===== src/rtl/max_pool_l1_pkg.sv =====
// Shared definitions for the layer-1 max-pooling engine.
// Holds the result-memory bank selects, the default geometry and data widths,
// and the FSM state encoding used by max_pool_l1.
package max_pool_l1_pkg;

    localparam int DATA_WIDTH = 20;
    localparam int ADDR_WIDTH = 12;
    localparam int IMG_W      = 64;

    localparam logic [2:0] CSEL_IDLE = 3'b000;
    localparam logic [2:0] CSEL_L0   = 3'b001;
    localparam logic [2:0] CSEL_L1   = 3'b011;

    typedef enum logic [2:0] {
        ST_IDLE = 3'd0,
        ST_RD   = 3'd1,
        ST_CAP  = 3'd2,
        ST_WR   = 3'd3,
        ST_FIN  = 3'd4
    } state_e;

endpackage


===== src/rtl/max_pool_l1_cmp.sv =====
// max_pool_cmp: registered running-maximum unit.
// Ports:
//   clk, reset   clock and asynchronous active-low reset
//   clear        force the register to 0 (highest priority)
//   load         load din unconditionally (first pixel of a window)
//   update       replace the register with din only if din is strictly larger
//   din          candidate pixel
//   max_o        current maximum
module max_pool_cmp
    import max_pool_l1_pkg::*;
#(
    parameter int W = DATA_WIDTH
) (
    input  logic         clk,
    input  logic         reset,
    input  logic         clear,
    input  logic         load,
    input  logic         update,
    input  logic [W-1:0] din,
    output logic [W-1:0] max_o
);

    logic [W-1:0] max_q, max_d;

    // Unsigned compare; on a tie the held value is kept.
    always_comb begin
        max_d = max_q;
        if (clear) begin
            max_d = '0;
        end else if (load) begin
            max_d = din;
        end else if (update && (din > max_q)) begin
            max_d = din;
        end
    end

    always_ff @(posedge clk or negedge reset) begin
        if (!reset) begin
            max_q <= '0;
        end else begin
            max_q <= max_d;
        end
    end

    assign max_o = max_q;

endmodule


===== src/rtl/max_pool_l1.sv =====
// max_pool_l1: 2x2 / stride-2 max pooling of the layer-0 result bank into the
// layer-1 bank over a shared single-port result memory.
// Ports:
//   clk, reset            clock and asynchronous active-low reset
//   start                 one-cycle request, accepted only when idle
//   busy, done            status; done pulses once after the last write
//   crd, caddr_rd         read strobe / address (bank csel=001)
//   cdata_rd              read data, valid the cycle after the read strobe
//   cwr, caddr_wr, cdata_wr  write strobe / address / data (bank csel=011)
//   csel                  bank select, 000 when the port is unused
// Every output is a decode of registered state, so an asserted reset clears
// all of them immediately and no partial write can escape.
module max_pool_l1
    import max_pool_l1_pkg::*;
#(
    parameter int DATA_WIDTH = max_pool_l1_pkg::DATA_WIDTH,
    parameter int ADDR_WIDTH = max_pool_l1_pkg::ADDR_WIDTH,
    parameter int IMG_W      = max_pool_l1_pkg::IMG_W
) (
    input  logic                  clk,
    input  logic                  reset,
    input  logic                  start,
    output logic                  busy,
    output logic                  done,
    output logic                  crd,
    output logic [ADDR_WIDTH-1:0] caddr_rd,
    input  logic [DATA_WIDTH-1:0] cdata_rd,
    output logic                  cwr,
    output logic [ADDR_WIDTH-1:0] caddr_wr,
    output logic [DATA_WIDTH-1:0] cdata_wr,
    output logic [2:0]            csel
);

    // Bits of one output coordinate (r or c); input coordinates need one more.
    localparam int HW = $clog2(IMG_W) - 1;

    state_e          state_q, state_d;
    logic [HW-1:0]   r_q, r_d;
    logic [HW-1:0]   c_q, c_d;
    logic [1:0]      k_q, k_d;

    logic                  cmp_load, cmp_update, cmp_clear;
    logic [DATA_WIDTH-1:0] max_val;
    logic                  last_win;
    logic [2*HW+1:0]       rd_addr;
    logic [2*HW-1:0]       wr_addr;

    assign last_win = (&r_q) && (&c_q);

    // Input address (2r+k[1])*IMG_W + 2c+k[0] is just bit concatenation
    // because IMG_W is a power of two.
    assign rd_addr = {r_q, k_q[1], c_q, k_q[0]};
    assign wr_addr = {r_q, c_q};

    always_comb begin
        state_d = state_q;
        r_d     = r_q;
        c_d     = c_q;
        k_d     = k_q;
        case (state_q)
            ST_IDLE: begin
                if (start) begin
                    state_d = ST_RD;
                    r_d     = '0;
                    c_d     = '0;
                    k_d     = '0;
                end
            end
            ST_RD: begin
                k_d = k_q + 2'd1;
                if (k_q == 2'd3) begin
                    state_d = ST_CAP;
                end
            end
            ST_CAP: begin
                state_d = ST_WR;
            end
            ST_WR: begin
                k_d = '0;
                if (last_win) begin
                    state_d = ST_FIN;
                    r_d     = '0;
                    c_d     = '0;
                end else begin
                    state_d = ST_RD;
                    c_d     = c_q + HW'(1);
                    if (&c_q) begin
                        r_d = r_q + HW'(1);
                    end
                end
            end
            ST_FIN: begin
                state_d = ST_IDLE;
            end
            default: begin
                state_d = ST_IDLE;
            end
        endcase
    end

    always_ff @(posedge clk or negedge reset) begin
        if (!reset) begin
            state_q <= ST_IDLE;
            r_q     <= '0;
            c_q     <= '0;
            k_q     <= '0;
        end else begin
            state_q <= state_d;
            r_q     <= r_d;
            c_q     <= c_d;
            k_q     <= k_d;
        end
    end

    // Read data lags the strobe by a cycle: the k=0 pixel arrives during
    // RD k=1 (load), k=1..3 pixels during RD k=2, RD k=3 and CAP (update).
    assign cmp_load   = (state_q == ST_RD) && (k_q == 2'd1);
    assign cmp_update = ((state_q == ST_RD) && (k_q[1] == 1'b1)) || (state_q == ST_CAP);
    assign cmp_clear  = (state_q == ST_FIN);

    max_pool_cmp #(
        .W (DATA_WIDTH)
    ) u_cmp (
        .clk    (clk),
        .reset  (reset),
        .clear  (cmp_clear),
        .load   (cmp_load),
        .update (cmp_update),
        .din    (cdata_rd),
        .max_o  (max_val)
    );

    always_comb begin
        busy     = (state_q != ST_IDLE);
        done     = 1'b0;
        crd      = 1'b0;
        cwr      = 1'b0;
        caddr_rd = '0;
        caddr_wr = '0;
        cdata_wr = '0;
        csel     = CSEL_IDLE;
        case (state_q)
            ST_RD: begin
                crd      = 1'b1;
                csel     = CSEL_L0;
                caddr_rd = ADDR_WIDTH'(rd_addr);
            end
            ST_CAP: begin
                csel = CSEL_L0;
            end
            ST_WR: begin
                cwr      = 1'b1;
                csel     = CSEL_L1;
                caddr_wr = ADDR_WIDTH'(wr_addr);
                cdata_wr = max_val;
            end
            ST_FIN: begin
                done = 1'b1;
            end
            default: begin
            end
        endcase
    end

endmodule


===== config.mk =====
export PLATFORM = sky130hd
export DESIGN_NAME = max_pool_l1
export DESIGN_NICKNAME = d
export VERILOG_FILES = /design/src/rtl/max_pool_l1_pkg.sv /design/src/rtl/max_pool_l1_cmp.sv /design/src/rtl/max_pool_l1.sv
export SDC_FILE = /design/constraint.sdc
export NUM_CORES = 1
export LEC_CHECK = 0
export ABC_AREA = 1
export ABC_CLOCK_PERIOD_IN_PS = 2000
export BUFFER_PORTS_ARGS = -buffer_cell sky130_fd_sc_hd__buf_2
export CELL_PAD_IN_SITES_DETAIL_PLACEMENT = 2
export CELL_PAD_IN_SITES_GLOBAL_PLACEMENT = 2
export CORE_AREA = 5 5 107 109
export CTS_CLUSTER_DIAMETER = 80
export DETAILED_ROUTE_END_ITERATION = 12
export DIE_AREA = 0 0 112 114
export GPL_TIMING_DRIVEN = 1
export HOLD_SLACK_MARGIN = 0.15
export PLACE_DENSITY = 0.82
export SKIP_CTS_REPAIR_TIMING = 1
export SLEW_MARGIN = 5
export SYNTH_ARGS = -nofsm -noshare
export SYNTH_HDL_FRONTEND = slang
export SYNTH_SLANG_ARGS = --single-unit

===== constraint.sdc =====
create_clock -name clk -period 2 [get_ports clk]
set_clock_uncertainty 0.2 [all_clocks]
set_input_delay 0.4 -clock clk [delete_from_list [all_inputs] [get_ports clk]]
set_output_delay 0.4 -clock clk [all_outputs]
set_load 0.05 [all_outputs]

**After elaboration in Yosys (flattened, before gate mapping)**

Cells that the tools add are included.

- Flip-flop bits (word level): 35
- Output and inout bits: 51
- Logic and storage cells: 57

- Add/sub/neg operators: 3
- Magnitude comparators: 1
- Eq/ne operators: 9
- Multiplexer cells: 22
- Reduce and logical (&&, ||, !) cells: 17

Operators with widths:

| cell | count |
|---|---|
| 20-bit two-way mux | 4 |
| 20-bit greater-than comparator | 1 |
| 5-bit two-way mux | 4 |
| 5-bit one-hot mux with 2 select lines | 2 |
| 12-bit two-way mux | 1 |
| 3-bit one-hot mux with 4 select lines | 1 |
| 5-bit by 1-bit adder with 5-bit output, second input constant | 2 |
| 10-bit two-way mux | 1 |
| 5-bit AND reduction | 2 |
| 3-bit two-way mux | 3 |
| 3-bit nonzero test | 3 |
| 3-bit by 2-bit == test with 1-bit output, second input constant | 2 |
| 2-bit one-hot mux with 3 select lines | 1 |
| 2-bit AND reduction | 3 |
| 1-bit logical AND | 4 |
| 2-bit inequality test, second input constant | 2 |
| 2-bit one-hot mux with 2 select lines | 1 |
| 3-bit by 1-bit == test with 1-bit output, second input constant | 1 |
| 3-bit == test, second input constant | 1 |
| 3-bit zero test | 1 |
| 1-bit two-way mux | 3 |
| 3-bit inequality test, second input constant | 1 |
| 3-bit AND reduction | 1 |
| 2-bit by 1-bit adder with 2-bit output, second input constant | 1 |
| other kinds (6) | 6 |

**Longest topological paths before layout**

Gate-level depths: netlist of the first run.

- Depth after elaboration: 7
- Mapped depth: 15
- Depth with buffers taken out: 14

**By module**

From an unflattened synthesis of the first run, not the netlist that was laid out.

- Cells, all modules: 410
- Area, all modules: 2747.6 um2

Modules (own cells, without submodules):

| module | instances | cells an instance | area an instance (um2) | seq. area each (um2) |
|---|---|---|---|---|
| max_pool_cmp | 1 | 226 | 1532.7 | 500.5 |
| max_pool_l1 | 1 | 184 | 1214.9 | 375.4 |

**Worst setup path before layout of the first run**

Ideal clock, no wire load.

- Path kind: register to output
- From: reg state_q[2]
- To: out caddr_rd[0]
- Arrival: 1.853 ns
- Required time: 1.400 ns
- Slack: -0.453 ns
- Cell stages (with the launch flop): 7
- Buffers on the path: 1
- Path through: dfrtp_1 inv_2 nand2_2 nor2_4 inv_2 clkbuf_1 nor2_1

- Word-level cells in the longest chain between the ends: 2

Ends and longest elaborated chain:

| element | RTL line | text |
|---|---|---|
| from (decl) | max_pool_l1.sv:37 | `state_e state_q, state_d;` |
| from (signal assigned) | max_pool_l1.sv:108 | `state_q <= state_d;` |
| 3-bit by 1-bit == test with 1-bit output | max_pool_l1.sv:142 | `case (state_q)` |
| 12-bit two-way mux | max_pool_l1.sv:142 |  |
| to (decl) | max_pool_l1.sv:26 | `output logic [ADDR_WIDTH-1:0] caddr_rd,` |

No other way between the ends.

**Worst setup path in the final report of the first run**

- From: reg u_cmp.max_q[18], in the netlist u_cmp.max_o[18]
- To: reg u_cmp.max_q[4], in the netlist u_cmp.max_o[4]

- Word-level cells in the longest chain between the ends: 3

Ends and longest elaborated chain:

| element | RTL line | text |
|---|---|---|
| from (decl) | max_pool_l1_cmp.sv:23 | `logic [W-1:0] max_q, max_d;` |
| from (signal assigned) | max_pool_l1_cmp.sv:41 | `max_q <= max_d;` |
| 20-bit greater-than comparator | max_pool_l1_cmp.sv:32 | `end else if (update && (din > max_q)) begin` |
| 1-bit logical AND | max_pool_l1_cmp.sv:32 |  |
| 3-bit nonzero test (no line) | - |  |

No other way between the ends.
A chain may end at the register's enable or synchronous reset.

==> flow_summary.html, run 1 <==
<table>
<tr><th>Metric</th><th>Value</th></tr>
<tr><th colspan="2">Synth</th></tr>
<tr><td>Post-synth cell types</td><td>27</td></tr>
<tr><td>Number of flops mapped to enable cells by yosys</td><td>0</td></tr>
<tr><td>Area fraction of the dominant cell type after synthesis</td><td>0.344</td></tr>
<tr><td>Synthesis Warnings</td><td>0</td></tr>
<tr><td>Most frequent cells after synthesis</td><td>80 x nand2_1, 75 x nor2_1, 67 x inv_1</td></tr>
<tr><td>Number of cells produced by synthesis</td><td>373</td></tr>
<tr><td>Library cell with the highest instance count after synthesis</td><td>nand2_1</td></tr>
<tr><td>Sequential-to-total area share from yosys stat</td><td>0.344</td></tr>
<tr><td>Top post-synthesis cells by area</td><td>dfrtp_1 34%, ha_1 13%, nand2_1 12%</td></tr>
<tr><td>Syn_area_per_cell</td><td>6.82 µm²</td></tr>
<tr><td>Seq cells post-synth</td><td>35</td></tr>
<tr><td>Main flop type after synthesis</td><td>dfrtp_1</td></tr>
<tr><td>Leading area contributor after synthesis</td><td>dfrtp_1</td></tr>
<tr><td>Netlist area before placement</td><td>about 0.0025 mm²</td></tr>
<tr><td>Asr flop ratio synth</td><td>1.00</td></tr>
<tr><th colspan="2">Drt</th></tr>
<tr><td>Total wire length</td><td>12.5 mm</td></tr>
<tr><td>Residual DRC</td><td>0</td></tr>
<tr><td>Average vias per placed instance</td><td>4.71</td></tr>
<tr><td>Vias after detailed routing</td><td>about 2900</td></tr>
<tr><td>Number of nets with antenna violations after routing</td><td>0</td></tr>
<tr><td>Drt pass-1 iters</td><td>4</td></tr>
<tr><td>Detail-routed net length per standard cell</td><td>20.0 µm</td></tr>
<tr><td>Number of DRC violations after detailed-routing iteration 0</td><td>100</td></tr>
<tr><th colspan="2">Floorplan</th></tr>
<tr><td>Effective utilization at floorplan</td><td>0.242</td></tr>
<tr><td>Std cell rows</td><td>38</td></tr>
<tr><td>Die outline height</td><td>approximately 110 µm</td></tr>
<tr><td>Overall die width</td><td>112 µm</td></tr>
<tr><td>Area of the core</td><td>between 0.01 and 0.015 mm²</td></tr>
<tr><td>Count of boundary I/O pins</td><td>74</td></tr>
<tr><td>Area of the die</td><td>about 0.013 mm²</td></tr>
<tr><th colspan="2">Critical path</th></tr>
<tr><td>Kind of start point of the critical path</td><td>flip-flop</td></tr>
<tr><td>Top cell by count, worst path</td><td>nand2_1</td></tr>
<tr><td>Cells along the critical path</td><td>inv_1 -&gt; ha_1 -&gt; nand2_1 -&gt; inv_1 -&gt; nand2_1 -&gt; nand2_1 -&gt; a21oi_2 -&gt; nand3_2 -&gt; nand2_4 -&gt; nand2_4 -&gt; buf_12 -&gt; nand2_2 -&gt; nand2_2</td></tr>
<tr><td>Internal reg-to-reg setup slack</td><td>-0.25 ns</td></tr>
<tr><td>Type of the setup path with the least slack</td><td>reg2reg</td></tr>
<tr><td>Maximum fanout along the worst path</td><td>7</td></tr>
<tr><td>Arrival time at the worst endpoint</td><td>2.23 ns</td></tr>
<tr><td>Worst path required time</td><td>1.98 ns</td></tr>
<tr><td>Endpoint type of the worst setup path</td><td>flip-flop</td></tr>
<tr><td>Worst path top cell family by delay</td><td>simple AND/OR/NAND/NOR gates</td></tr>
<tr><td>Crit path buf inv count</td><td>3</td></tr>
<tr><td>Library cell contributing the largest single delay on the critical path</td><td>dfrtp_1</td></tr>
<tr><td>Largest incremental delay on the critical path</td><td>0.42 ns</td></tr>
<tr><th colspan="2">Clock network</th></tr>
<tr><td>Clock insertion delay at the later pin of the skew report</td><td>0.30 ns</td></tr>
<tr><td>Clk root buf</td><td>clkbuf_8</td></tr>
<tr><td>Clock net sink count</td><td>35</td></tr>
<tr><td>Maximum number of buffers from clock root to sink</td><td>2</td></tr>
<tr><td>CTS Buf Count</td><td>5</td></tr>
<tr><td>CTS tree</td><td>done</td></tr>
<tr><td>Clock transition at path regs</td><td>0.08 ns</td></tr>
<tr><td>H-tree depth</td><td>2</td></tr>
<tr><th colspan="2">Cells and area</th></tr>
<tr><td>Number of nets in the finished design</td><td>533</td></tr>
<tr><td>Number of non-filler instances in the completed layout</td><td>625</td></tr>
<tr><td>Post-Route Utilization</td><td>0.405</td></tr>
<tr><td>Fraction of layout cells with a size suffix above 1</td><td>0.478</td></tr>
<tr><td>Area Growth Syn to Fin</td><td>67.3%</td></tr>
<tr><td>Total of fill cells in the finished design</td><td>1196</td></tr>
<tr><td>Antenna diode count</td><td>0</td></tr>
<tr><th colspan="2">Place</th></tr>
<tr><td>Worst slack at placement</td><td>-0.300 ns</td></tr>
<tr><td>Routability Congestion</td><td>0.733</td></tr>
<tr><td>Post-DP HPWL</td><td>7.51 mm</td></tr>
<tr><td>Placed Cells incl. Taps</td><td>609</td></tr>
<tr><td># port buffers</td><td>70</td></tr>
<tr><th colspan="2">Timing</th></tr>
<tr><td>Number of slew-limit violations in the final report</td><td>0</td></tr>
<tr><td>Setup ws final</td><td>-0.253 ns</td></tr>
<tr><td>Upper clock frequency limit</td><td>roughly 440 MHz</td></tr>
<tr><td>Final critical delay including setup and external delays</td><td>2.25 ns</td></tr>
<tr><td>Number of endpoints failing setup at the final stage</td><td>60</td></tr>
<tr><td>Worst slew margin</td><td>0.649</td></tr>
<tr><td>Share of the cycle needed by the critical path after routing</td><td>1.13</td></tr>
<tr><td>Setup TNS after final layout</td><td>-6.80 ns</td></tr>
<tr><td>Hold Fails Final Rpt</td><td>0</td></tr>
<tr><td>Worst Tran Pin Value</td><td>0.526 ns</td></tr>
<tr><td>RSZ-0062 raised after global routing</td><td>true</td></tr>
<tr><td>Hold slack</td><td>0.226 ns</td></tr>
<tr><th colspan="2">Power and ir drop</th></tr>
<tr><td>Leakage</td><td>roughly 2.2 nW</td></tr>
<tr><td>Cell Pwr Density</td><td>1500 mW/mm²</td></tr>
<tr><td>Highest ir drop seen on vdd</td><td>approximately 610 µV</td></tr>
<tr><th colspan="2">Outcome</th></tr>
<tr><td>Violated checks</td><td>setup timing</td></tr>
<tr><td>Outcome</td><td>finished, violations left</td></tr>
<tr><th colspan="2">Global routing</th></tr>
<tr><td>Initial antenna violation count</td><td>0</td></tr>
<tr><td>Via count of the first global-routing pass</td><td>about 3100</td></tr>
<tr><td>Global-route wire length before repair</td><td>15.4 mm</td></tr>
<tr><td>Total global-route track usage</td><td>0.149</td></tr>
<tr><td>Final global-route overflow total</td><td>0</td></tr>
<tr><td>Largest net degree at the start of global routing</td><td>23</td></tr>
<tr><th colspan="2">Min path</th></tr>
<tr><td>Worst hold-check path type</td><td>in2reg</td></tr>
<tr><th colspan="2">Flow run</th></tr>
<tr><td>Number of violations of the max-capacitance limit</td><td>0</td></tr>
</table>
==> per-layer routing <==
| layer | global-route usage | vias to the layer above | share of wire |
|---|---|---|---|
| met3 | 0.0196 | 28 | 0.026 |
| met1 | 0.174 | 1493 | 0.42 |
| met4 | 0.0433 | 0 | 0.025 |
| met2 | 0.282 | 69 | 0.53 |
| li1 | - | 1355 | - |
| met5 | 0 | - | 0 |
==> worst register-to-register path, delay by kind of cell (launching register included) <==
kind	cells	cell delay [ns]
AO/OA/AOI/OAI	1	0.13
adder cells (fa/ha/maj)	1	0.28
buffers and inverters	3	0.36
flip-flops	1	0.42
AND/OR/NAND/NOR	8	0.75
==> sequential cells by signal, indices dropped and copies added, names as in the netlist <==
register and flops:
u_cmp.max_o 20, c_q 5, r_q 5, state_q 3
k_q 2
==> through the flow <==
stage	instance area [µm²]	power, W
2_1_floorplan	2700	0.00348
3_3_place_gp	3470	0.00448
3_5_place_dp	3470	0.00471
4_1_cts	3550	0.00527
5_1_grt	4260	0.00680
6_report	4260	0.00640
==> kinds of logic (layout without fill, tap and decap cells) <==
kind of cell,count (synthesis),after routing,synth area share
other cells,1,3,0.00147
simple gates,193,193,0.313
xor+xnor,2,2,0.00689
fa+ha+maj,26,26,0.128
flops,35,35,0.344
compound gates,29,29,0.0649
buf+inv,87,197,0.141
==> power by group <==
part           internal, W  leakage [nW]  switching (W)  total (W)
clock             0.000239        0.0477       0.000304   0.000543
combinational      0.00176          1.66        0.00287    0.00463
sequential        0.000991         0.447       0.000230    0.00122
total              0.00299          2.16        0.00340    0.00640
==> path summary, 6_finish.rpt <==
kind | startpoint | end | depth (start not counted)
min in group asynchronous | reset | u_cmp.max_o[15]$_DFFE_PN0P_ | 2
worst min register to register | u_cmp.max_o[2]$_DFFE_PN0P_ | u_cmp.max_o[2]$_DFFE_PN0P_ | 2
worst max-delay path | u_cmp.max_o[18]$_DFFE_PN0P_ | u_cmp.max_o[4]$_DFFE_PN0P_ | 13
max in group asynchronous | reset | state_q[1]$_DFFE_PN0P_ | 3
worst min-delay path | cdata_rd[2] | u_cmp.max_o[2]$_DFFE_PN0P_ | 5
worst max register to register | u_cmp.max_o[18]$_DFFE_PN0P_ | u_cmp.max_o[4]$_DFFE_PN0P_ | 13
==> cells in the final DEF, fill, tap and decap left out, types with 2 or more instances in the layout <==
master	netlist	final
a21o_1	2	2
a21oi_1	10	7
a21oi_2	1	4
buf_12	0	5
buf_2	2	23
buf_4	4	41
buf_6	2	44
buf_8	0	2
clkbuf_16	0	2
clkbuf_8	0	5
clkinv_2	0	3
conb_1	1	3
dfrtp_1	35	34
ha_1	26	19
ha_4	0	6
inv_1	67	62
inv_2	4	8
nand2_1	80	52
nand2_2	3	25
nand2_4	0	6
nand3_1	26	25
nor2_1	75	29
nor2_2	0	28
nor2_4	2	20
nor3_1	4	3
o21ai_0	10	9
o21ai_2	1	2
o22ai_1	4	4
==> cell type report <==
class,instances,area [µm²],share of cell area
sequential,35,877,0.206
timing repair buffer,118,1110,0.261
tap,140,175,0.0412
clock buffer,5,68.8,0.0162
multi-input combinational,253,1740,0.408
clock inverter,3,15.0,0.00353
inverter,71,274,0.0644
(Power assumes the default switching activity.)
==> run 2: changes to the inputs <==
--- a/config.mk
+++ b/config.mk
@@ -5,18 +5,17 @@
 export SDC_FILE = /design/constraint.sdc
 export NUM_CORES = 1
 export LEC_CHECK = 0
-export ABC_AREA = 1
 export ABC_CLOCK_PERIOD_IN_PS = 2000
 export BUFFER_PORTS_ARGS = -buffer_cell sky130_fd_sc_hd__buf_2
 export CELL_PAD_IN_SITES_DETAIL_PLACEMENT = 2
 export CELL_PAD_IN_SITES_GLOBAL_PLACEMENT = 2
-export CORE_AREA = 5 5 107 109
+export CORE_AREA = 5 5 100 102
 export CTS_CLUSTER_DIAMETER = 80
 export DETAILED_ROUTE_END_ITERATION = 12
-export DIE_AREA = 0 0 112 114
+export DIE_AREA = 0 0 105 107
 export GPL_TIMING_DRIVEN = 1
 export HOLD_SLACK_MARGIN = 0.15
-export PLACE_DENSITY = 0.82
+export PLACE_DENSITY = 0.81
 export SKIP_CTS_REPAIR_TIMING = 1
 export SLEW_MARGIN = 5
 export SYNTH_ARGS = -nofsm -noshare
==> flow_summary.html, run 2 <==
<table>
<tr><th>Metric</th><th>Value</th></tr>
<tr><th colspan="2">Timing</th></tr>
<tr><td>Setup TNS after final layout</td><td>-24.16 ns (-17.36 ns)</td></tr>
<tr><td>Share of the cycle needed by the critical path after routing</td><td>1.36 (+0.232)</td></tr>
<tr><td>Setup ws final</td><td>-0.716 ns (-0.463 ns)</td></tr>
<tr><td>Number of endpoints failing setup at the final stage</td><td>68 (+13%)</td></tr>
<tr><td>Worst slew margin</td><td>0.665 (+0.0157)</td></tr>
<tr><td>Hold Fails Final Rpt</td><td>0 (unchanged)</td></tr>
<tr><td>Number of slew-limit violations in the final report</td><td>0 (unchanged)</td></tr>
<tr><td>Final critical delay including setup and external delays</td><td>2.72 ns (+0.463 ns)</td></tr>
<tr><td>RSZ-0062 raised after global routing</td><td>true</td></tr>
<tr><td>Upper clock frequency limit</td><td>368 MHz (-17%)</td></tr>
<tr><td>Worst Tran Pin Value</td><td>0.503 ns (-0.0235 ns)</td></tr>
<tr><th colspan="2">Synth</th></tr>
<tr><td>Area fraction of the dominant cell type after synthesis</td><td>0.374 (+0.0294)</td></tr>
<tr><td>Seq cells post-synth</td><td>35 (unchanged)</td></tr>
<tr><td>Top post-synthesis cells by area</td><td>dfrtp_1 37%, ha_1 14%, a22o_1 9.0%</td></tr>
<tr><td>Compound-gate portion of the synthesized area</td><td>0.201 (+0.136)</td></tr>
<tr><td>Sequential-to-total area share from yosys stat</td><td>0.374 (+0.0294)</td></tr>
<tr><td>Adder-cell area share of the yosys netlist</td><td>0.139 (+0.0109)</td></tr>
<tr><td>Xor and xnor fraction of the mapped netlist area</td><td>0 (-0.00689)</td></tr>
<tr><td>Syn_area_per_cell</td><td>8.98 µm² (+32%)</td></tr>
<tr><td>Main flop type after synthesis</td><td>dfrtp_1</td></tr>
<tr><td>Post-synth cell types</td><td>37 (+37%)</td></tr>
<tr><td>Largest family of logic cells by synthesized area</td><td>simple AND/OR/NAND/NOR gates</td></tr>
<tr><td>Netlist area before placement</td><td>0.00234 mm² (-7.9%)</td></tr>
<tr><td>Synthesis Warnings</td><td>0 (unchanged)</td></tr>
<tr><td>Most frequent cells after synthesis</td><td>35 x dfrtp_1, 27 x nor2_1, 26 x ha_1</td></tr>
<tr><td>Leading area contributor after synthesis</td><td>dfrtp_1</td></tr>
<tr><td>Library cell with the highest instance count after synthesis</td><td>dfrtp_1</td></tr>
<tr><td>Simple-Gate Fraction of Synth Area</td><td>0.203 (-0.110)</td></tr>
<tr><td>Asr flop ratio synth</td><td>1.00 (unchanged)</td></tr>
<tr><td>Multiplexer area fraction after synthesis</td><td>0 (unchanged)</td></tr>
<tr><td>Number of cells produced by synthesis</td><td>261 (-30%)</td></tr>
<tr><td>Number of flops mapped to enable cells by yosys</td><td>0 (unchanged)</td></tr>
<tr><th colspan="2">Global routing</th></tr>
<tr><td>Largest net degree at the start of global routing</td><td>36 (+57%)</td></tr>
<tr><td>Global-route wire length before repair</td><td>14.2 mm (-7.6%)</td></tr>
<tr><td>Via count of the first global-routing pass</td><td>2831 (-9.1%)</td></tr>
<tr><td>Final global-route overflow total</td><td>0 (unchanged)</td></tr>
<tr><td>Initial antenna violation count</td><td>0 (unchanged)</td></tr>
<tr><td>Total global-route track usage</td><td>0.155 (+0.00635)</td></tr>
<tr><th colspan="2">Place</th></tr>
<tr><td>Post-DP HPWL</td><td>6.83 mm (-9.0%)</td></tr>
<tr><td># port buffers</td><td>70 (unchanged)</td></tr>
<tr><td>Routability Congestion</td><td>0.758 (+3.4%)</td></tr>
<tr><th colspan="2">Cells and area</th></tr>
<tr><td>Antenna diode count</td><td>0 (unchanged)</td></tr>
<tr><td>Area of the multi-input gates</td><td>0.00176 mm² (+1.1%)</td></tr>
<tr><td>Post-Route Utilization</td><td>0.500 (+0.0952)</td></tr>
<tr><td>Most common cell after layout, fill and taps aside</td><td>buf_4</td></tr>
<tr><td>Fraction of layout cells with a size suffix above 1</td><td>0.613 (+0.134)</td></tr>
<tr><td>FF/Latch Area</td><td>876 µm² (-0.14%)</td></tr>
<tr><td>Area Growth Syn to Fin</td><td>92.5%</td></tr>
<tr><td>Commonest cells after routing, fill and taps aside</td><td>67 x buf_4, 35 x dfrtp_1, 30 x buf_6, 30 x buf_8, 24 x a22o_1</td></tr>
<tr><td>Number of nets in the finished design</td><td>461 (-14%)</td></tr>
<tr><td>Number of flip-flops under the largest register name</td><td>20 (unchanged)</td></tr>
<tr><td>Total of fill cells in the finished design</td><td>896 (-25%)</td></tr>
<tr><th colspan="2">Clock network</th></tr>
<tr><td>Maximum number of buffers from clock root to sink</td><td>2 (unchanged)</td></tr>
<tr><td>Clk root buf</td><td>clkbuf_8</td></tr>
<tr><td>Clock net sink count</td><td>35 (unchanged)</td></tr>
<tr><td>CTS tree</td><td>done</td></tr>
<tr><td>CTS Buf Count</td><td>5 (unchanged)</td></tr>
<tr><td>Clock transition at path regs</td><td>0.09 ns (about the same)</td></tr>
<tr><td>H-tree depth</td><td>2 (unchanged)</td></tr>
<tr><td>Clock insertion delay at the later pin of the skew report</td><td>0.30 ns (about the same)</td></tr>
<tr><th colspan="2">Critical path</th></tr>
<tr><td>Maximum fanout along the worst path</td><td>9 (+2)</td></tr>
<tr><td>Endpoint type of the worst setup path</td><td>flip-flop</td></tr>
<tr><td>Internal reg-to-reg setup slack</td><td>-0.72 ns (-0.46 ns)</td></tr>
<tr><td>Worst path required time</td><td>2.03 ns (+0.05 ns)</td></tr>
<tr><td>Kind of start point of the critical path</td><td>flip-flop</td></tr>
<tr><td>Arrival time at the worst endpoint</td><td>2.74 ns (+0.51 ns)</td></tr>
<tr><td>Type of the setup path with the least slack</td><td>reg2reg</td></tr>
<tr><th colspan="2">Drt</th></tr>
<tr><td>Total length of routed met2 wires</td><td>6.78 mm (+2.4%)</td></tr>
<tr><td>Number of nets with antenna violations after routing</td><td>0 (unchanged)</td></tr>
<tr><td>Residual DRC</td><td>0 (unchanged)</td></tr>
<tr><td>Detail-routed net length per standard cell</td><td>22.9 µm (+14%)</td></tr>
<tr><td>Drt pass-1 iters</td><td>4 (unchanged)</td></tr>
<tr><td>Vias after detailed routing</td><td>2674 (-9.2%)</td></tr>
<tr><td>Number of DRC violations after detailed-routing iteration 0</td><td>110 (+10%)</td></tr>
<tr><td>Average vias per placed instance</td><td>5.10 (+8.3%)</td></tr>
<tr><td>M1 wire length</td><td>4.48 mm (-15%)</td></tr>
<tr><td>Total wire length</td><td>12.0 mm (-4.0%)</td></tr>
<tr><td>Uppermost metal layer occupied by signal nets</td><td>met4</td></tr>
<tr><td>Wire length on met3</td><td>439 µm (+37%)</td></tr>
<tr><th colspan="2">Power and ir drop</th></tr>
<tr><td>Total design power</td><td>0.00713 W (+11%)</td></tr>
<tr><td>Leakage</td><td>2.12 nW (-1.7%)</td></tr>
<tr><td>Highest ir drop seen on vdd</td><td>538 µV (-12%)</td></tr>
<tr><td>Cell Pwr Density</td><td>1580 mW/mm² (+5.1%)</td></tr>
<tr><th colspan="2">Outcome</th></tr>
<tr><td>Outcome</td><td>finished, violations left</td></tr>
<tr><td>Violated checks</td><td>setup timing</td></tr>
<tr><th colspan="2">Floorplan</th></tr>
<tr><td>Overall die width</td><td>105 µm (-6.3%)</td></tr>
<tr><td>Area of the core</td><td>0.00902 mm² (-14%)</td></tr>
<tr><td>Area of the die</td><td>0.0112 mm² (-12%)</td></tr>
<tr><td>Std cell rows</td><td>35 (-7.9%)</td></tr>
<tr><td>Die outline height</td><td>107 µm (-6.1%)</td></tr>
<tr><td>Effective utilization at floorplan</td><td>0.260 (+0.0177)</td></tr>
<tr><td>Count of boundary I/O pins</td><td>74 (unchanged)</td></tr>
<tr><th colspan="2">Flow run</th></tr>
<tr><td>Number of violations of the max-capacitance limit</td><td>0 (unchanged)</td></tr>
<tr><th colspan="2">Min path</th></tr>
<tr><td>Worst hold-check path type</td><td>in2reg</td></tr>
</table>
-- run 2: cell types whose count changed after synthesis, sizes merged, moves of 3 or more --
cell | previous run | this run
nand2 | 83 | 14
nor2 | 77 | 27
inv | 71 | 24
a22o | 0 | 24
nand3 | 27 | 3
and2 | 0 | 22
nand4 | 0 | 6
and3 | 0 | 4
nand2b | 0 | 4
o21ai | 11 | 15
o22ai | 4 | 0
nor3 | 4 | 1
or2 | 1 | 4
-- run 2: cell families after synthesis --
kind of cell / count (synthesis)
DFF: 35
adders and majority gates: 26
other: 1
buffers and inverters: 41
AOI/OAI and AO/OA: 67
and+or+nand+nor: 91
-- run 2: metrics by stage --
step	setup slack [ns]	instances	cell area, µm²	hold slack, ns
4_1_cts	-0.667	503	3630	-0.0334
3_5_place_dp	-0.720	495	3520	0.282
5_1_grt	-0.794	524	4510	0.170
6_report	-0.716	524	4510	0.171
3_3_place_gp	-0.627	495	3520	0.278
2_1_floorplan	-0.397	263	2710	-0.0956
-- run 2: worst paths after layout --
kind	start	end	depth (start not counted)
worst max-delay path	u_cmp.max_o[9]$_DFFE_PN0P_	u_cmp.max_o[9]$_DFFE_PN0P_	9
worst min-delay path	cdata_rd[8]	u_cmp.max_o[8]$_DFFE_PN0P_	2
worst max register to register	u_cmp.max_o[9]$_DFFE_PN0P_	u_cmp.max_o[9]$_DFFE_PN0P_	9
worst min register to register	u_cmp.max_o[4]$_DFFE_PN0P_	u_cmp.max_o[4]$_DFFE_PN0P_	1
max in group asynchronous	reset	state_q[0]$_DFFE_PN0P_	3
min in group asynchronous	reset	u_cmp.max_o[4]$_DFFE_PN0P_	3
-- run 2: metal layers --
layer	up-vias	global-route usage
li1	1210	-
met1	1368	0.168
met2	73	0.311
met3	23	0.0325
met4	0	0.0210
met5	-	0
-- run 2: final cells by class --
class | count | share of cell area
Clock buffer | 7 | 0.0214
Tap cell | 111 | 0.0308
Inverter | 25 | 0.0258
Sequential cell | 35 | 0.194
Clock inverter | 1 | 0.00166
Timing Repair inverter | 2 | 0.00444
Timing Repair Buffer | 154 | 0.333
Multi-Input combinational cell | 189 | 0.389
-- run 2: where the power goes --
part	switching [W]	internal, W	leakage, nW
Sequential	0.000220	0.000981	0.448
Clock	0.000308	0.000315	0.0505
Combinational	0.00294	0.00237	1.62
Total	0.00346	0.00367	2.12
-- run 2: critical path, stage by stage, from the launching register on --
cell     delay [ns]
dfrtp_1        0.44
inv_2          0.08
ha_4           0.27
nand4_1        0.16
or4_4          0.53
or2_0          0.21
a21o_1         0.21
o21ai_2        0.14
buf_6          0.20
a22o_1         0.20
